`config.mk`:
```
export PLATFORM = sky130hd
export DESIGN_NAME = mc_ctrl_fsm
export DESIGN_NICKNAME = d
export VERILOG_FILES = /design/src/rtl/mips_ctrl_pkg.sv /design/src/rtl/mc_ctrl_decode.sv /design/src/rtl/mc_ctrl_fsm.sv
export SDC_FILE = /design/constraint.sdc
export NUM_CORES = 1
export LEC_CHECK = 0
export CORE_MARGIN = 2
export CORE_UTILIZATION = 48
export CTS_CLUSTER_DIAMETER = 150
export DETAILED_ROUTE_END_ITERATION = 6
export PLACE_DENSITY = 0.8
export SLEW_MARGIN = 25
export SYNTH_ARGS = -nofsm -noshare
export SYNTH_HDL_FRONTEND = slang
export SYNTH_SLANG_ARGS = --single-unit
export TNS_END_PERCENT = 20
```
`constraint.sdc`:
```
create_clock -name clk -period 2.05 [get_ports clk]
set_input_delay 0.3075 -clock clk [delete_from_list [all_inputs] [get_ports clk]]
set_output_delay 0.3075 -clock clk [all_outputs]
set_load 0.1 [all_outputs]
```
`src/rtl/mips_ctrl_pkg.sv`:
```
// mips_ctrl_pkg -- shared encodings for the multi-cycle MIPS core.
// Holds the control FSM state enum, opcode/funct values, ALU operation codes,
// PC / register-destination / write-back source select codes, the decoded
// instruction class and the packed control word driven by mc_ctrl_fsm.
// Also used by the ALU and datapath so that select encodings stay in one place.
package mips_ctrl_pkg;

  typedef enum logic [2:0] {
    ST_FETCH,
    ST_DECODE,
    ST_EXEC,
    ST_MEM,
    ST_WB,
    ST_BRANCH,
    ST_HALT
  } state_e;

  // Opcodes (IR[31:26])
  localparam logic [5:0] OP_RTYPE = 6'h00;
  localparam logic [5:0] OP_J     = 6'h02;
  localparam logic [5:0] OP_JAL   = 6'h03;
  localparam logic [5:0] OP_BEQ   = 6'h04;
  localparam logic [5:0] OP_ORI   = 6'h0d;
  localparam logic [5:0] OP_LUI   = 6'h0f;
  localparam logic [5:0] OP_LW    = 6'h23;
  localparam logic [5:0] OP_SW    = 6'h2b;

  // R-type funct codes (IR[5:0])
  localparam logic [5:0] FN_SLL   = 6'h00;
  localparam logic [5:0] FN_JR    = 6'h08;
  localparam logic [5:0] FN_ADDU  = 6'h21;
  localparam logic [5:0] FN_SUBU  = 6'h23;

  localparam logic [2:0] ALU_ADD  = 3'd0;
  localparam logic [2:0] ALU_SUB  = 3'd1;
  localparam logic [2:0] ALU_OR   = 3'd2;
  localparam logic [2:0] ALU_LUI  = 3'd3;

  localparam logic [1:0] PCSRC_PC4 = 2'd0;
  localparam logic [1:0] PCSRC_BR  = 2'd1;
  localparam logic [1:0] PCSRC_JMP = 2'd2;
  localparam logic [1:0] PCSRC_RS  = 2'd3;

  localparam logic [1:0] REGDST_RT = 2'd0;
  localparam logic [1:0] REGDST_RD = 2'd1;
  localparam logic [1:0] REGDST_RA = 2'd2;

  localparam logic [1:0] M2R_ALU  = 2'd0;
  localparam logic [1:0] M2R_MEM  = 2'd1;
  localparam logic [1:0] M2R_PC4  = 2'd2;

  localparam int unsigned MEM_TIMEOUT_DEF = 255;

  // One-hot instruction class; exactly one bit is set for any op/funct.
  typedef struct packed {
    logic addu;
    logic subu;
    logic ori;
    logic lui;
    logic lw;
    logic sw;
    logic beq;
    logic j;
    logic jal;
    logic jr;
    logic nop;
    logic ill;
  } instr_cls_t;

  // Full control word presented to the datapath.
  typedef struct packed {
    logic       mem_req;
    logic       mem_we;
    logic       ir_write;
    logic       pc_write;
    logic [1:0] pc_src;
    logic [2:0] alu_op;
    logic       alu_src;
    logic       ext_op;
    logic       reg_write;
    logic [1:0] reg_dst;
    logic [1:0] mem_to_reg;
    logic       trap;
  } ctl_t;

  function automatic logic cls_is_alu(instr_cls_t c);
    return c.addu | c.subu | c.ori | c.lui;
  endfunction

endpackage

```
`src/rtl/mc_ctrl_decode.sv`:
```
// mc_ctrl_decode -- combinational instruction classifier.
// Ports:
//   op_i    [5:0]  IR[31:26]
//   funct_i [5:0]  IR[5:0]
//   cls_o          one-hot instruction class (ill set for anything unsupported)
// Only op/funct are visible here, so an R-type with funct 0 (sll) is treated
// as the all-zero nop word.
module mc_ctrl_decode
  import mips_ctrl_pkg::*;
(
  input  logic [5:0] op_i,
  input  logic [5:0] funct_i,
  output instr_cls_t cls_o
);

  always_comb begin
    cls_o = '0;
    case (op_i)
      OP_RTYPE: begin
        case (funct_i)
          FN_ADDU: cls_o.addu = 1'b1;
          FN_SUBU: cls_o.subu = 1'b1;
          FN_JR:   cls_o.jr   = 1'b1;
          FN_SLL:  cls_o.nop  = 1'b1;
          default: cls_o.ill  = 1'b1;
        endcase
      end
      OP_J:    cls_o.j   = 1'b1;
      OP_JAL:  cls_o.jal = 1'b1;
      OP_BEQ:  cls_o.beq = 1'b1;
      OP_ORI:  cls_o.ori = 1'b1;
      OP_LUI:  cls_o.lui = 1'b1;
      OP_LW:   cls_o.lw  = 1'b1;
      OP_SW:   cls_o.sw  = 1'b1;
      default: cls_o.ill = 1'b1;
    endcase
  end

endmodule

```
`src/rtl/mc_ctrl_fsm.sv`:
```
// mc_ctrl_fsm -- multi-cycle control FSM for the MIPS core.
// Sequences FETCH/DECODE/EXEC/MEM/WB (plus BRANCH and HALT), waits on
// mem_ready for fetch/load/store and traps on illegal ops or memory timeout.
// Ports:
//   clk, reset (async, active low)
//   op, funct      instruction fields from IR (valid from DECODE on)
//   zero           ALU zero flag, used by beq
//   mem_ready      memory completion, only observed in FETCH/MEM
//   mem_req/mem_we memory strobe / store qualifier
//   ir_write, pc_write, pc_src, alu_op, alu_src, ext_op,
//   reg_write, reg_dst, mem_to_reg   datapath controls
//   trap           illegal instruction or memory timeout (sticky via HALT)
// Optional build macro MC_CTRL_PERF_EN adds cyc_cnt / instr_cnt outputs.
// Outputs are a combinational decode of state + inputs, forced to 0 while
// reset is asserted so a reset mid-access drops mem_req at once.
module mc_ctrl_fsm
  import mips_ctrl_pkg::*;
#(
  parameter int unsigned MEM_TIMEOUT = MEM_TIMEOUT_DEF
) (
  input  logic        clk,
  input  logic        reset,
  input  logic [5:0]  op,
  input  logic [5:0]  funct,
  input  logic        zero,
  input  logic        mem_ready,
  output logic        mem_req,
  output logic        mem_we,
  output logic        ir_write,
  output logic        pc_write,
  output logic [1:0]  pc_src,
  output logic [2:0]  alu_op,
  output logic        alu_src,
  output logic        ext_op,
  output logic        reg_write,
  output logic [1:0]  reg_dst,
  output logic [1:0]  mem_to_reg,
  output logic        trap
`ifdef MC_CTRL_PERF_EN
  ,
  output logic [31:0] cyc_cnt,
  output logic [31:0] instr_cnt
`endif
);

  localparam logic [7:0] TO_LIM = MEM_TIMEOUT[7:0];

  state_e     state_q, state_d;
  logic [7:0] tmo_q, tmo_d;
  instr_cls_t cls;
  ctl_t       ctl, ctl_o;
  logic       waiting, timed_out;

  mc_ctrl_decode u_dec (
    .op_i    (op),
    .funct_i (funct),
    .cls_o   (cls)
  );

  assign waiting   = (state_q == ST_FETCH) || (state_q == ST_MEM);
  // ready on the limit cycle takes priority over the timeout
  assign timed_out = waiting && !mem_ready && (tmo_q == TO_LIM);

  always_comb begin
    state_d = state_q;
    ctl     = '0;
    case (state_q)
      ST_FETCH: begin
        ctl.mem_req = 1'b1;
        if (mem_ready) begin
          ctl.ir_write = 1'b1;
          ctl.pc_write = 1'b1;
          ctl.pc_src   = PCSRC_PC4;
          state_d      = ST_DECODE;
        end else if (timed_out) begin
          ctl.trap = 1'b1;
          state_d  = ST_HALT;
        end
      end
      ST_DECODE: begin
        if (cls.ill) begin
          ctl.trap = 1'b1;
          state_d  = ST_HALT;
        end else if (cls_is_alu(cls) || cls.lw || cls.sw) begin
          state_d = ST_EXEC;
        end else if (cls.beq) begin
          state_d = ST_BRANCH;
        end else if (cls.j) begin
          ctl.pc_write = 1'b1;
          ctl.pc_src   = PCSRC_JMP;
          state_d      = ST_FETCH;
        end else if (cls.jal) begin
          ctl.pc_write   = 1'b1;
          ctl.pc_src     = PCSRC_JMP;
          ctl.reg_write  = 1'b1;
          ctl.reg_dst    = REGDST_RA;
          ctl.mem_to_reg = M2R_PC4;
          state_d        = ST_FETCH;
        end else if (cls.jr) begin
          ctl.pc_write = 1'b1;
          ctl.pc_src   = PCSRC_RS;
          state_d      = ST_FETCH;
        end else if (cls.nop) begin
          state_d = ST_FETCH;
        end
      end
      ST_EXEC: begin
        if (cls.subu) begin
          ctl.alu_op = ALU_SUB;
        end else if (cls.ori) begin
          ctl.alu_op  = ALU_OR;
          ctl.alu_src = 1'b1;
        end else if (cls.lui) begin
          ctl.alu_op  = ALU_LUI;
          ctl.alu_src = 1'b1;
        end else if (cls.lw || cls.sw) begin
          ctl.alu_op  = ALU_ADD;
          ctl.alu_src = 1'b1;
          ctl.ext_op  = 1'b1;
        end
        state_d = (cls.lw || cls.sw) ? ST_MEM : ST_WB;
      end
      ST_MEM: begin
        ctl.mem_req = 1'b1;
        ctl.mem_we  = cls.sw;
        if (mem_ready) begin
          state_d = cls.sw ? ST_FETCH : ST_WB;
        end else if (timed_out) begin
          ctl.trap = 1'b1;
          state_d  = ST_HALT;
        end
      end
      ST_WB: begin
        ctl.reg_write  = 1'b1;
        ctl.reg_dst    = (cls.addu || cls.subu) ? REGDST_RD : REGDST_RT;
        ctl.mem_to_reg = cls.lw ? M2R_MEM : M2R_ALU;
        state_d        = ST_FETCH;
      end
      ST_BRANCH: begin
        ctl.alu_op   = ALU_SUB;
        ctl.alu_src  = 1'b0;
        ctl.pc_write = zero;
        ctl.pc_src   = PCSRC_BR;
        state_d      = ST_FETCH;
      end
      ST_HALT: ctl.trap = 1'b1;
      default: begin
        ctl.trap = 1'b1;
        state_d  = ST_HALT;
      end
    endcase
  end

  // Wait counter: cleared on entry to a waiting state, counts idle cycles
  always_comb begin
    tmo_d = tmo_q;
    if ((state_d != state_q) && ((state_d == ST_FETCH) || (state_d == ST_MEM)))
      tmo_d = '0;
    else if (waiting && !mem_ready && !timed_out)
      tmo_d = tmo_q + 8'd1;
  end

`ifdef MC_CTRL_PERF_EN
  logic [31:0] cyc_cnt_q, instr_cnt_q;
`endif

  always_ff @(posedge clk or negedge reset) begin
    if (!reset) begin
      state_q     <= ST_FETCH;
      tmo_q       <= '0;
`ifdef MC_CTRL_PERF_EN
      cyc_cnt_q   <= '0;
      instr_cnt_q <= '0;
`endif
    end else begin
      state_q <= state_d;
      tmo_q   <= tmo_d;
`ifdef MC_CTRL_PERF_EN
      if (state_q != ST_HALT)
        cyc_cnt_q <= cyc_cnt_q + 32'd1;
      if ((state_d == ST_FETCH) && (state_q != ST_FETCH))
        instr_cnt_q <= instr_cnt_q + 32'd1;
`endif
    end
  end

`ifdef MC_CTRL_PERF_EN
  assign cyc_cnt   = cyc_cnt_q;
  assign instr_cnt = instr_cnt_q;
`endif

  assign ctl_o = reset ? ctl : '0;

  assign mem_req    = ctl_o.mem_req;
  assign mem_we     = ctl_o.mem_we;
  assign ir_write   = ctl_o.ir_write;
  assign pc_write   = ctl_o.pc_write;
  assign pc_src     = ctl_o.pc_src;
  assign alu_op     = ctl_o.alu_op;
  assign alu_src    = ctl_o.alu_src;
  assign ext_op     = ctl_o.ext_op;
  assign reg_write  = ctl_o.reg_write;
  assign reg_dst    = ctl_o.reg_dst;
  assign mem_to_reg = ctl_o.mem_to_reg;
  assign trap       = ctl_o.trap;

endmodule

```
==> key figures, run 1 <==
Run status
  – Failing checks: negative setup slack
  – Status: complete, but fails checks

STA
  – Final setup fails: 9
  – Fmax achieved: 0.4398 GHz
  – Crit share post-route: 110.9%
  – Setup ws final: -223.5 ps
  – RSZ-0062 raised after global routing: yes
  – Hold slack: 413.3 ps
  – Skew final: 6.503 ps
  – Setup TNS: -1076 ps
  – Slew Limit Fails: 0
  – Final hold vios: 0
  – Min Clock Period, post-route: approximately 2300 ps

Synth
  – Share of the synthesized area in the top cell type: about 23%
  – Sequential element share of the synthesized area: between 20% and 30%
  – Unique masters post-synth: 55
  – Synth Cell Area: 1191 um^2
  – Syn Area/Cell: 7.994 um^2
  – Cells after Synth: 149
  – Top cells by area, synth: dfrtp_1 (23%), xnor2_1 (5.1%), nor2_1 (5.0%), a21oi_1 (4.2%), nor3_1 (3.4%)
  – Syn Nets: approximately 170
  – Primary FF master, synth: dfrtp_1
  – Cell taking the most area after synthesis: dfrtp_1
  – #FFs+latches synth: 11
  – Synth Warn #: 0
  – Post-synthesis async set-or-reset flop share: between 90% and 100%
  – Post-synth EDFFs: 0

Layout
  – Final Instance Area: 2062 um^2
  – # fillers: 119
  – Final Util: 85.57%
  – Layout area overhead: 73.11%
  – Proportion of layout cells with a drive suffix above 1: 42.03%
  – Nets: 225
  – Ant. Diodes: 0
  – Layout Cells excl Fill: 237

Global route
  – Vias in the first global route: roughly 1400
  – Largest net degree at the start of global routing: 20
  – GRT Overall Usage: 31.96%
  – Remaining Overflow, GRT: 0
  – Antenna violations before repair: 0
  – First-pass GRT wire length: between 6000 and 7000 um

Worst setup path
  – Critical path endpoint: pc_write
  – Crit Path Max Fanout: 2
  – Reg2reg end: tmo_q[1]
  – Crit path from: state_q[1]
  – R2r setup slk: 90 ps
  – R2r startpoint: state_q[0]
  – CP Class: flip-flop to output port
  – Path depth of the worst reg2reg path: 6
  – CP Launch Type: flip-flop
  – Crit. End Element: output port
  – Critical Path RT: roughly 1700 ps
  – Worst EP arrival: ~2000 ps

CTS
  – Worst-path clk slew: 70 ps
  – CTS tree: built
  – CTS buffer count: 3
  – H-tree Lvls: 1
  – Longest Clk Path Bufs: 2
  – Worst skew pair latency: between 200 and 300 ps
  – Root buffer cell: clkbuf_4
  – TritonCTS Sinks: 11
  – CTS Hold Bufs: 0

Placed design
  – Placed Area: 1924 um^2
  – IO buf count: 31
  – Placed cells: 228
  – Dpl hpwl: just under 3000 um
  – Placer Congestion: 0.8641

Worst hold path
  – HP Class: input port to async pin

Power
  – Pwr per Cell Area: 844.6 nW/um^2
  – Max VDD drop: 0.9690 mV
  – Leakage power: 0.8294 nW

Routing
  – Post-DRT Antenna Nets: 0
  – Post-Route WL: 4207 um
  – Drt first pass iters: 4
  – Via Count: 1474
  – Iter 0 DRT Violations: 71
  – DRC viols: 0
  – Drt wl/cell: 17.75 um
  – Drt via density: 6.219

Floorplan
  – Num ports: 33
  – Die width: 53.82 um
  – Die ar.: 2896 um^2
  – Die height: 53.82 um
  – Row cnt: 18
  – Initial Util: 49.43%
  – Core Area: 2410 um^2

Run
  – Max-Cap Viols: 0
==> state kept, by name (all words and copies together), names as in the netlist <==
name     flops
tmo_q        8
state_q      3
==> cells in the mapped netlist (all sizes together) (2+ instances only) <==
cell	n
a211oi	2
a21oi	10
and2	2
and3	5
and3b	2
and4	3
buf	5
clkbuf	4
dfrtp	11
inv	6
mux2i	3
nand2	7
nand2b	3
nand3	6
nand3b	3
nand4	4
nor2	16
nor2b	5
nor3	10
nor4	2
o2111ai	2
o211ai	2
o21a	2
o21ai	3
o31ai	2
or2	2
or3	2
xnor2	7
==> cell type report <==
type	count	area [um^2]	share of cell area, %
inverters	6	22.52	1.092
clock buffers	4	26.28	1.274
well taps	30	37.54	1.820
flip-flops and latches	11	275.3	13.35
repair buffers	63	708.2	34.34
multi-input cells	123	992.2	48.12
==> what timing repair did <==
item,CTS,global route
endpoints found under the setup margin,20,12
buffers inserted,4,1
resized for setup,31,5
pin swaps,17,1
gates cloned,0,0
hold endpoints to repair,0,0
==> cells in the final DEF (no fill, tap or decap), types with 3 or more instances in the layout <==
master / instances
nand2_1: 6
nand3_1: 6
buf_4: 30
nor3_1: 3
a21oi_1: 8
dfrtp_1: 11
nand3b_1: 3
dlygate4sd2_1: 9
inv_1: 4
nor2_1: 11
nor2_2: 5
and3_1: 4
nor3_4: 6
nand2b_1: 3
xnor2_1: 7
clkbuf_4: 3
clkdlybuf4s50_1: 4
buf_12: 16
mux2i_1: 3
nor2b_1: 4
nand4_1: 4
==> critical path: stages (launching register included) <==
cell     delay, ps
dfrtp_1        410
or3b_4         410
nor3_4         170
nor2b_4        210
a21oi_2         60
o31ai_4        220
buf_12         210
==> through the flow <==
| stage | power [mW] | worst slack, ps |
|---|---|---|
| floorplan | 1.091 | -346.9 |
| global placement | 1.468 | -285.6 |
| detailed placement | 1.504 | -340.8 |
| CTS | 1.687 | -151.7 |
| global route | 1.820 | -256.9 |
| finish | 1.742 | -223.5 |
==> layer usage <==
| layer | vias to the layer above | global-route usage, % | part of all wire, % |
|---|---|---|---|
| met3 | 24 | 6.111 | 6.6 |
| met2 | 79 | 56.91 | 51 |
| met4 | 0 | 14.10 | 4.7 |
| met1 | 700 | 36.61 | 38 |
| met5 | - | 0 | 0 |
| li1 | 671 | - | - |
==> how the worst min path moves through the flow <==
stage	endpoint	slack [ps]	from
after floorplan	state_q[0]	10	reset
after global placement	tmo_q[7]	540	tmo_q[7]
after detailed placement	tmo_q[5]	570	tmo_q[5]
after CTS	tmo_q[6]	410	reset
after global routing	tmo_q[6]	430	reset
final	tmo_q[6]	410	reset
==> report_power, final <==
part	internal [mW]	switching, mW
sequential	0.263	0.0328
combinational	0.498	0.798
clock	0.0754	0.0755
==> logic make-up after synthesis <==
group | synth area share (%)
compound gates | 23.32
xor+xnor | 5.883
fa+ha+maj | 1.050
buf+inv | 6.197
flops | 23.11
mux | 2.521
other cells | 0.3148
simple gates | 37.61
(Power assumes the default switching activity.)
==> run 2: changes to the inputs <==
--- a/config.mk
+++ b/config.mk
@@ -5,11 +5,12 @@
 export SDC_FILE = /design/constraint.sdc
 export NUM_CORES = 1
 export LEC_CHECK = 0
-export CORE_MARGIN = 2
-export CORE_UTILIZATION = 48
+export CORE_ASPECT_RATIO = 0.5
+export CORE_UTILIZATION = 43
 export CTS_CLUSTER_DIAMETER = 150
 export DETAILED_ROUTE_END_ITERATION = 6
-export PLACE_DENSITY = 0.8
+export GPL_ROUTABILITY_DRIVEN = 0
+export PLACE_DENSITY = 0.76
 export SLEW_MARGIN = 25
 export SYNTH_ARGS = -nofsm -noshare
 export SYNTH_HDL_FRONTEND = slang
==> constraint.sdc (replaced) <==
create_clock -name clk -period 2 [get_ports clk]
set_input_delay 0.3 -clock clk [delete_from_list [all_inputs] [get_ports clk]]
set_output_delay 0.3 -clock clk [all_outputs]
set_load 0.1 [all_outputs]
==> run 2 against run 1 <==
Net effect:
- the run still ends with negative setup slack left
- first-iteration DRC count increased by 21%
- clock skew decreased by 5.9 ps
- sequential cell count unchanged
- cell count increased by 4.6%
- sequential power increased by 2%
- total power increased by 5.4%
- non-clock buffer count increased by 4
- via count decreased by 5.6%
- setup slack improved by 38 ps
- count of clock-buffer cells in the layout unchanged
- die area increased by 3.5%
- critical path type unchanged
==> key figures, run 2 (synthesized netlist as in run 1, its figures left out) <==
Run status
  – Status: complete, but fails checks
  – Failing checks: negative setup slack

Power
  – Leakage power: 0.8706 nW (+5.0%)
  – Sw frac: 49.86% (-2.2 points)
  – Reg power frac: 16.4% (-0.6 points)
  – Clk network pwr share: 12.0% (+3.3 points)
  – Gate power share: 71.6% (-2.8 points)
  – NetSw: 915.5 uW (+1.1%)
  – Internal power: 920.6 uW (+10%)
  – Pwr per Cell Area: 847.8 nW/um^2 (+0.38%)
  – Max VDD drop: 0.7903 mV (-18%)

STA
  – Min Clock Period, post-route: 2185 ps
  – Final hold vios: 0 (unchanged)
  – Slew Limit Fails: 0 (unchanged)
  – Final setup fails: 7 (-2)
  – Fmax achieved: 0.4576 GHz
  – Setup ws final: -185.1 ps (+38.44 ps)
  – Crit share post-route: 109.3%
  – Skew final: 0.5867 ps (-5.916 ps)
  – RSZ-0062 raised after global routing: yes
  – Setup TNS: -648.1 ps (+427.6 ps)

Routing
  – DRC viols: 0 (unchanged)
  – Drt first pass iters: 4 (unchanged)
  – Via Count: 1391 (-5.6%)
  – Drt via density: 5.609 (-9.8%)
  – Post-Route WL: 3893 um (-7.5%)
  – Iter 0 DRT Violations: 86 (+21%)
  – Post-DRT Antenna Nets: 0 (unchanged)
  – Drt wl/cell: 15.70 um (-12%)

Layout
  – Max FFs per register: 8 (unchanged)
  – Proportion of layout cells with a drive suffix above 1: 45.50% (+3.5 points)
  – Biggest register: tmo_q
  – Commonest non-fill, non-tap cell in the layout: buf_4
  – Commonest non-fill, non-tap cells in the layout: buf_4 (34), buf_12 (16), nor2_1 (11), dfrtp_1 (11), a21oi_1 (8)
  – Top flop regs: tmo_q x8, state_q x3
  – Layout area overhead: 81.83%
  – Ant. Diodes: 0 (unchanged)
  – Nets: 229 (+1.8%)
  – # fillers: 148 (+24%)

Worst setup path
  – Critical Path RT: 1700 ps (-40 ps)
  – R2r setup slk: 230 ps (+140 ps)
  – Crit. End Element: output port
  – CP top delay family: simple AND/OR/NAND/NOR gates
  – Path depth of the worst reg2reg path: 7 (+1)
  – Reg2reg end: tmo_q[3]
  – CP Class: flip-flop to output port
  – R2r startpoint: tmo_q[0]
  – Slowest stage cell on the critical path: or3b_4
  – Crit Path Max Fanout: 3 (+1)
  – CP bufs+invs: 1 (unchanged)
  – Worst-path cell chain: or3b_4, nor3_4, nor2b_4, a21oi_2, o31ai_4, buf_12
  – Worst EP arrival: 1890 ps (-80 ps)
  – Slowest Stage Delay on Critical Path: 430 ps (+20 ps)
  – CP Launch Type: flip-flop

Placed design
  – Setup Slack @ Placement: -408.5 ps (-67.70 ps)
  – IO buf count: 31 (unchanged)
  – Dpl hpwl: 2730 um (-7.4%)

Floorplan
  – Num ports: 33 (unchanged)
  – Row cnt: 13 (-5)
  – Initial Util: 45.77% (-3.7 points)
  – Die ar.: 2997 um^2 (+3.5%)
  – Core Area: 2603 um^2 (+8.0%)
  – Die width: 76.43 um (+42%)
  – Die height: 39.22 um (-27%)

Global route
  – Largest net degree at the start of global routing: 20 (unchanged)
  – First-pass GRT wire length: 5865 um (-12%)
  – Vias in the first global route: 1260 (-11%)
  – Remaining Overflow, GRT: 0 (unchanged)
  – Antenna violations before repair: 0 (unchanged)
  – GRT Overall Usage: 26.29% (-5.7 points)

CTS
  – H-tree Lvls: 1 (unchanged)
  – TritonCTS Sinks: 11 (unchanged)
  – CTS Hold Bufs: 0 (unchanged)
  – Longest Clk Path Bufs: 2 (unchanged)
  – Worst-path clk slew: 50 ps (-20 ps)
  – CTS buffer count: 3 (unchanged)
  – Worst skew pair latency: 240 ps (-30 ps)
  – Root buffer cell: clkbuf_8
  – CTS tree: built

Worst hold path
  – HP Class: input port to async pin

Run
  – Max-Cap Viols: 0 (unchanged)
## run 2: changes by cell type in the layout (fill, tap and decap cells not counted), sizes merged
cell	previous run	this run
clkbuf	4	5
buf	48	52
dlygate4sd2	9	7
clkdlybuf4s15	2	3
## run 2: final cells by class
class / instances / area [um^2] / share of cell area (%)
multi-input combinational: 123 / 1039 / 47.95
timing repair buffer: 67 / 738.2 / 34.08
sequential: 11 / 275.3 / 12.71
tap: 37 / 46.29 / 2.137
clock buffer: 4 / 45.04 / 2.080
inverter: 6 / 22.52 / 1.040
## run 2: worst max path at each step
stage / to / startpoint / cells past startpoint
global placement: pc_write / op[3] / 7
global route: pc_write / state_q[1] / 6
finish: pc_write / state_q[1] / 6
floorplan: pc_write / state_q[2] / 5
detailed placement: pc_write / op[3] / 7
CTS: pc_write / state_q[1] / 6
## run 2: power by group through the flow
| stage | registers (mW) | clock network [mW] | logic [mW] |
|---|---|---|---|
| after global routing | 0.308 | 0.238 | 1.40 |
| final | 0.301 | 0.221 | 1.31 |
| after detailed placement | 0.302 | 0 | 1.26 |
| after CTS | 0.300 | 0.225 | 1.28 |
| after floorplan | 0.308 | 0 | 0.825 |
| after global placement | 0.299 | 0 | 1.24 |
## run 2: routing by layer
metal	track usage (%)	wire length, um	part of all wire, %
met4	10.10	45	1.2
met5	0	0	0
met2	46.17	1846	47
met3	2.118	132	3.4
met1	34.87	1868	48
## run 2: repair_timing
item,in CTS,in global routing
setup endpoints to repair,22,21
resized for setup,33,10
buffers inserted,3,1
pin swaps,10,8
## run 2: per-stage QoR
step	util, %	instance area (um^2)	cells	hold slack [ps]	power, mW
CTS	81.97	2133	247	434.7	1.806
detailed placement	76.83	1999	240	558.8	1.563
finish	83.22	2166	248	456.3	1.836
global route	83.22	2166	248	470.2	1.941
global placement	76.83	1999	240	540.4	1.540
floorplan	-	1296	149	4.409	1.133
==> run 3: changes to the inputs <==
--- a/config.mk
+++ b/config.mk
@@ -6,11 +6,12 @@
 export NUM_CORES = 1
 export LEC_CHECK = 0
 export CORE_ASPECT_RATIO = 0.5
-export CORE_UTILIZATION = 43
+export CORE_UTILIZATION = 45
+export CTS_BUF_LIST = sky130_fd_sc_hd__clkbuf_2
 export CTS_CLUSTER_DIAMETER = 150
 export DETAILED_ROUTE_END_ITERATION = 6
 export GPL_ROUTABILITY_DRIVEN = 0
-export PLACE_DENSITY = 0.76
+export PLACE_DENSITY = 0.79
 export SLEW_MARGIN = 25
 export SYNTH_ARGS = -nofsm -noshare
 export SYNTH_HDL_FRONTEND = slang
==> run 3 against run 2 <==
Net effect:
- combinational power up 14%
- cell count did not move
- fmax fell by 5.1%
- register-to-register slack worse by 160 ps
- clock power decreased by 44%
- the run still ends with negative setup slack left
- total power rose by 4.7%
- count of clock-buffer cells in the layout unchanged
- global-route usage up 16 points
- worst hold slack gained 72 ps
- sequential share of layout area is 0.073 points lower
==> key figures, run 3 (synthesized netlist as in run 1, its figures left out) <==
STA
  – Min Clock Period, post-route: 2301 ps (+116.2 ps)
  – Final setup fails: 13 (+6)
  – Setup TNS: -2014 ps (-1366 ps)
  – Skew final: 5.126 ps (+4.539 ps)
  – Final hold vios: 0 (unchanged)
  – RSZ-0062 raised after global routing: yes
  – Slew Limit Fails: 0 (unchanged)
  – Fmax achieved: 0.4345 GHz (-5.1%)
  – Crit share post-route: 115.1% (+5.8 points)
  – Setup ws final: -301.3 ps (-116.2 ps)

Global route
  – Remaining Overflow, GRT: 0 (unchanged)
  – Antenna violations before repair: 0 (unchanged)
  – Vias in the first global route: 1654 (+31%)
  – First-pass GRT wire length: 8445 um (+44%)
  – Largest net degree at the start of global routing: 20 (unchanged)
  – GRT Overall Usage: 42.52% (+16 points)

Worst setup path
  – Worst-path cell chain: clkdlybuf4s15_2, nor4_2, a211oi_2, nor2_1, and4_4, a31o_4, buf_12
  – CP top delay family: simple AND/OR/NAND/NOR gates
  – Path depth of the worst reg2reg path: 7 (unchanged)
  – CP bufs+invs: 2 (+1)
  – Crit. End Element: output port
  – CP Class: input port to output port
  – Slowest stage cell on the critical path: nor4_2
  – Critical Path RT: 1700 ps (about the same)
  – Reg2reg end: tmo_q[1]
  – R2r setup slk: 70 ps (-160 ps)
  – Worst EP arrival: 2000 ps (+110 ps)
  – CP Launch Type: input port
  – R2r startpoint: tmo_q[0]
  – Slowest Stage Delay on Critical Path: 450 ps (+20 ps)
  – Crit Path Max Fanout: 7 (+4)

Routing
  – Drt via density: 6.964 (+24%)
  – Post-Route WL: 5945 um (+53%)
  – DRC viols: 0 (unchanged)
  – Post-DRT Antenna Nets: 0 (unchanged)
  – Via Count: 1727 (+24%)
  – Iter 0 DRT Violations: 308 (+260%)
  – Drt first pass iters: 5 (+1)
  – Drt wl/cell: 23.97 um (+53%)

CTS
  – Root buffer cell: clkbuf_2
  – Longest Clk Path Bufs: 2 (unchanged)
  – Worst skew pair latency: 250 ps (about the same)
  – TritonCTS Sinks: 11 (unchanged)
  – CTS buffer count: 3 (unchanged)
  – H-tree Lvls: 1 (unchanged)
  – CTS Hold Bufs: 0 (unchanged)
  – CTS tree: built
  – Worst-path clk slew: 100 ps (+50 ps)

Layout
  – Final Util: 92.41% (+9.2 points)
  – Layout area overhead: 82.88%
  – # fillers: 83 (-44%)
  – Top flop regs: tmo_q x8, state_q x3
  – Biggest register: tmo_q
  – Commonest non-fill, non-tap cell in the layout: buf_4
  – Proportion of layout cells with a drive suffix above 1: 49.30% (+3.8 points)
  – Layout Cells excl Fill: 248 (unchanged)
  – Reg area: 275.3 um^2 (unchanged)
  – Area of the multi-input gates: 1041 um^2 (+0.24%)
  – Commonest non-fill, non-tap cells in the layout: buf_4 (33), buf_12 (17), dfrtp_1 (11)
  – Max FFs per register: 8 (unchanged)
  – Nets: 231 (+0.87%)
  – Ant. Diodes: 0 (unchanged)

Floorplan
  – Row cnt: 12 (-1)
  – Die width: 74.76 um (-2.2%)
  – Die height: 38.38 um (-2.1%)
  – Initial Util: 50.53% (+4.8 points)
  – Die ar.: 2869 um^2 (-4.3%)
  – Core Area: 2357 um^2 (-9.4%)
  – Num ports: 33 (unchanged)

Power
  – Max VDD drop: 0.7215 mV (-8.7%)
  – Pwr per Cell Area: 882.1 nW/um^2 (+4.1%)
  – Leakage power: 0.8888 nW (+2.1%)

Placed design
  – Dpl hpwl: 3447 um (+26%)
  – IO buf count: 31 (unchanged)
  – Placed cells: 237 (-1.3%)

Run status
  – Status: complete, but fails checks
  – Failing checks: negative setup slack

Worst hold path
  – HP Class: input port to async pin

Run
  – Max-Cap Viols: 0 (unchanged)
==> run 3: cell types whose count changed in the layout (fill, tap and decap cells not counted), sizes merged <==
cell           before  now
buf                52   54
clkdlybuf4s15       3    5
clkdlybuf4s50       4    3
dlygate4sd2         7    6
==> run 3: cell type report <==
class | count | area share [%]
Sequential cell | 11 | 12.64
Tap cell | 35 | 2.010
Multi-Input combinational cell | 123 | 47.79
Timing Repair Buffer | 69 | 35.61
Inverter | 6 | 1.034
Clock buffer | 4 | 0.9190
==> run 3: metal layers <==
layer	up-vias	wire (um)	part of all wire [%]	GRT usage [%]
met5	-	0	0	0
met4	0	476	8.0	31.13
met3	72	771	13	14.47
met2	190	2668	45	69.14
met1	777	2028	34	47.60
li1	688	-	-	-
==> run 3: worst max-delay path by stage <==
stage / end / slack [ps] / start / cells past startpoint
after detailed placement: reg_write / -480 / op[1] / 7
after global routing: pc_write / -410 / state_q[1] / 6
after global placement: alu_op[0] / -380 / op[3] / 8
after floorplan: pc_write / -350 / state_q[2] / 5
after CTS: pc_write / -200 / state_q[1] / 6
final: reg_write / -300 / op[1] / 7
==> run 3: worst register-to-register path, stage by stage (launching register included) <==
cell      delay, ps
dfrtp_1         420
ha_1            190
nand3_1         160
or2_2           350
a32oi_1         310
a221oi_4        130
buf_12          160
a21oi_1         130
==> run 3: through the flow <==
stage               hold WS [ps]  power [mW]  area, um^2  setup slack [ps]
CTS                        453.7       1.799        2157            -195.4
global route               523.2       1.985        2178            -411.5
detailed placement         540.1       1.632        2002            -477.0
global placement           540.8       1.580        2002            -379.5
floorplan                  4.409       1.133        1296            -346.6
finish                     528.3       1.922        2178            -301.3
==> run 3: power breakdown <==
part | internal, mW | switching [mW]
logic | 0.568 | 0.918
clock network | 0.0531 | 0.0708
registers | 0.269 | 0.0425
total | 0.890 | 1.03
==> run 3: timing repair <==
action / 4_1_cts / 5_1_grt
setup buffers: 7 / 0
setup endpoints to repair: 23 / 15
resized for setup: 45 / 7
pin swaps: 15 / 3
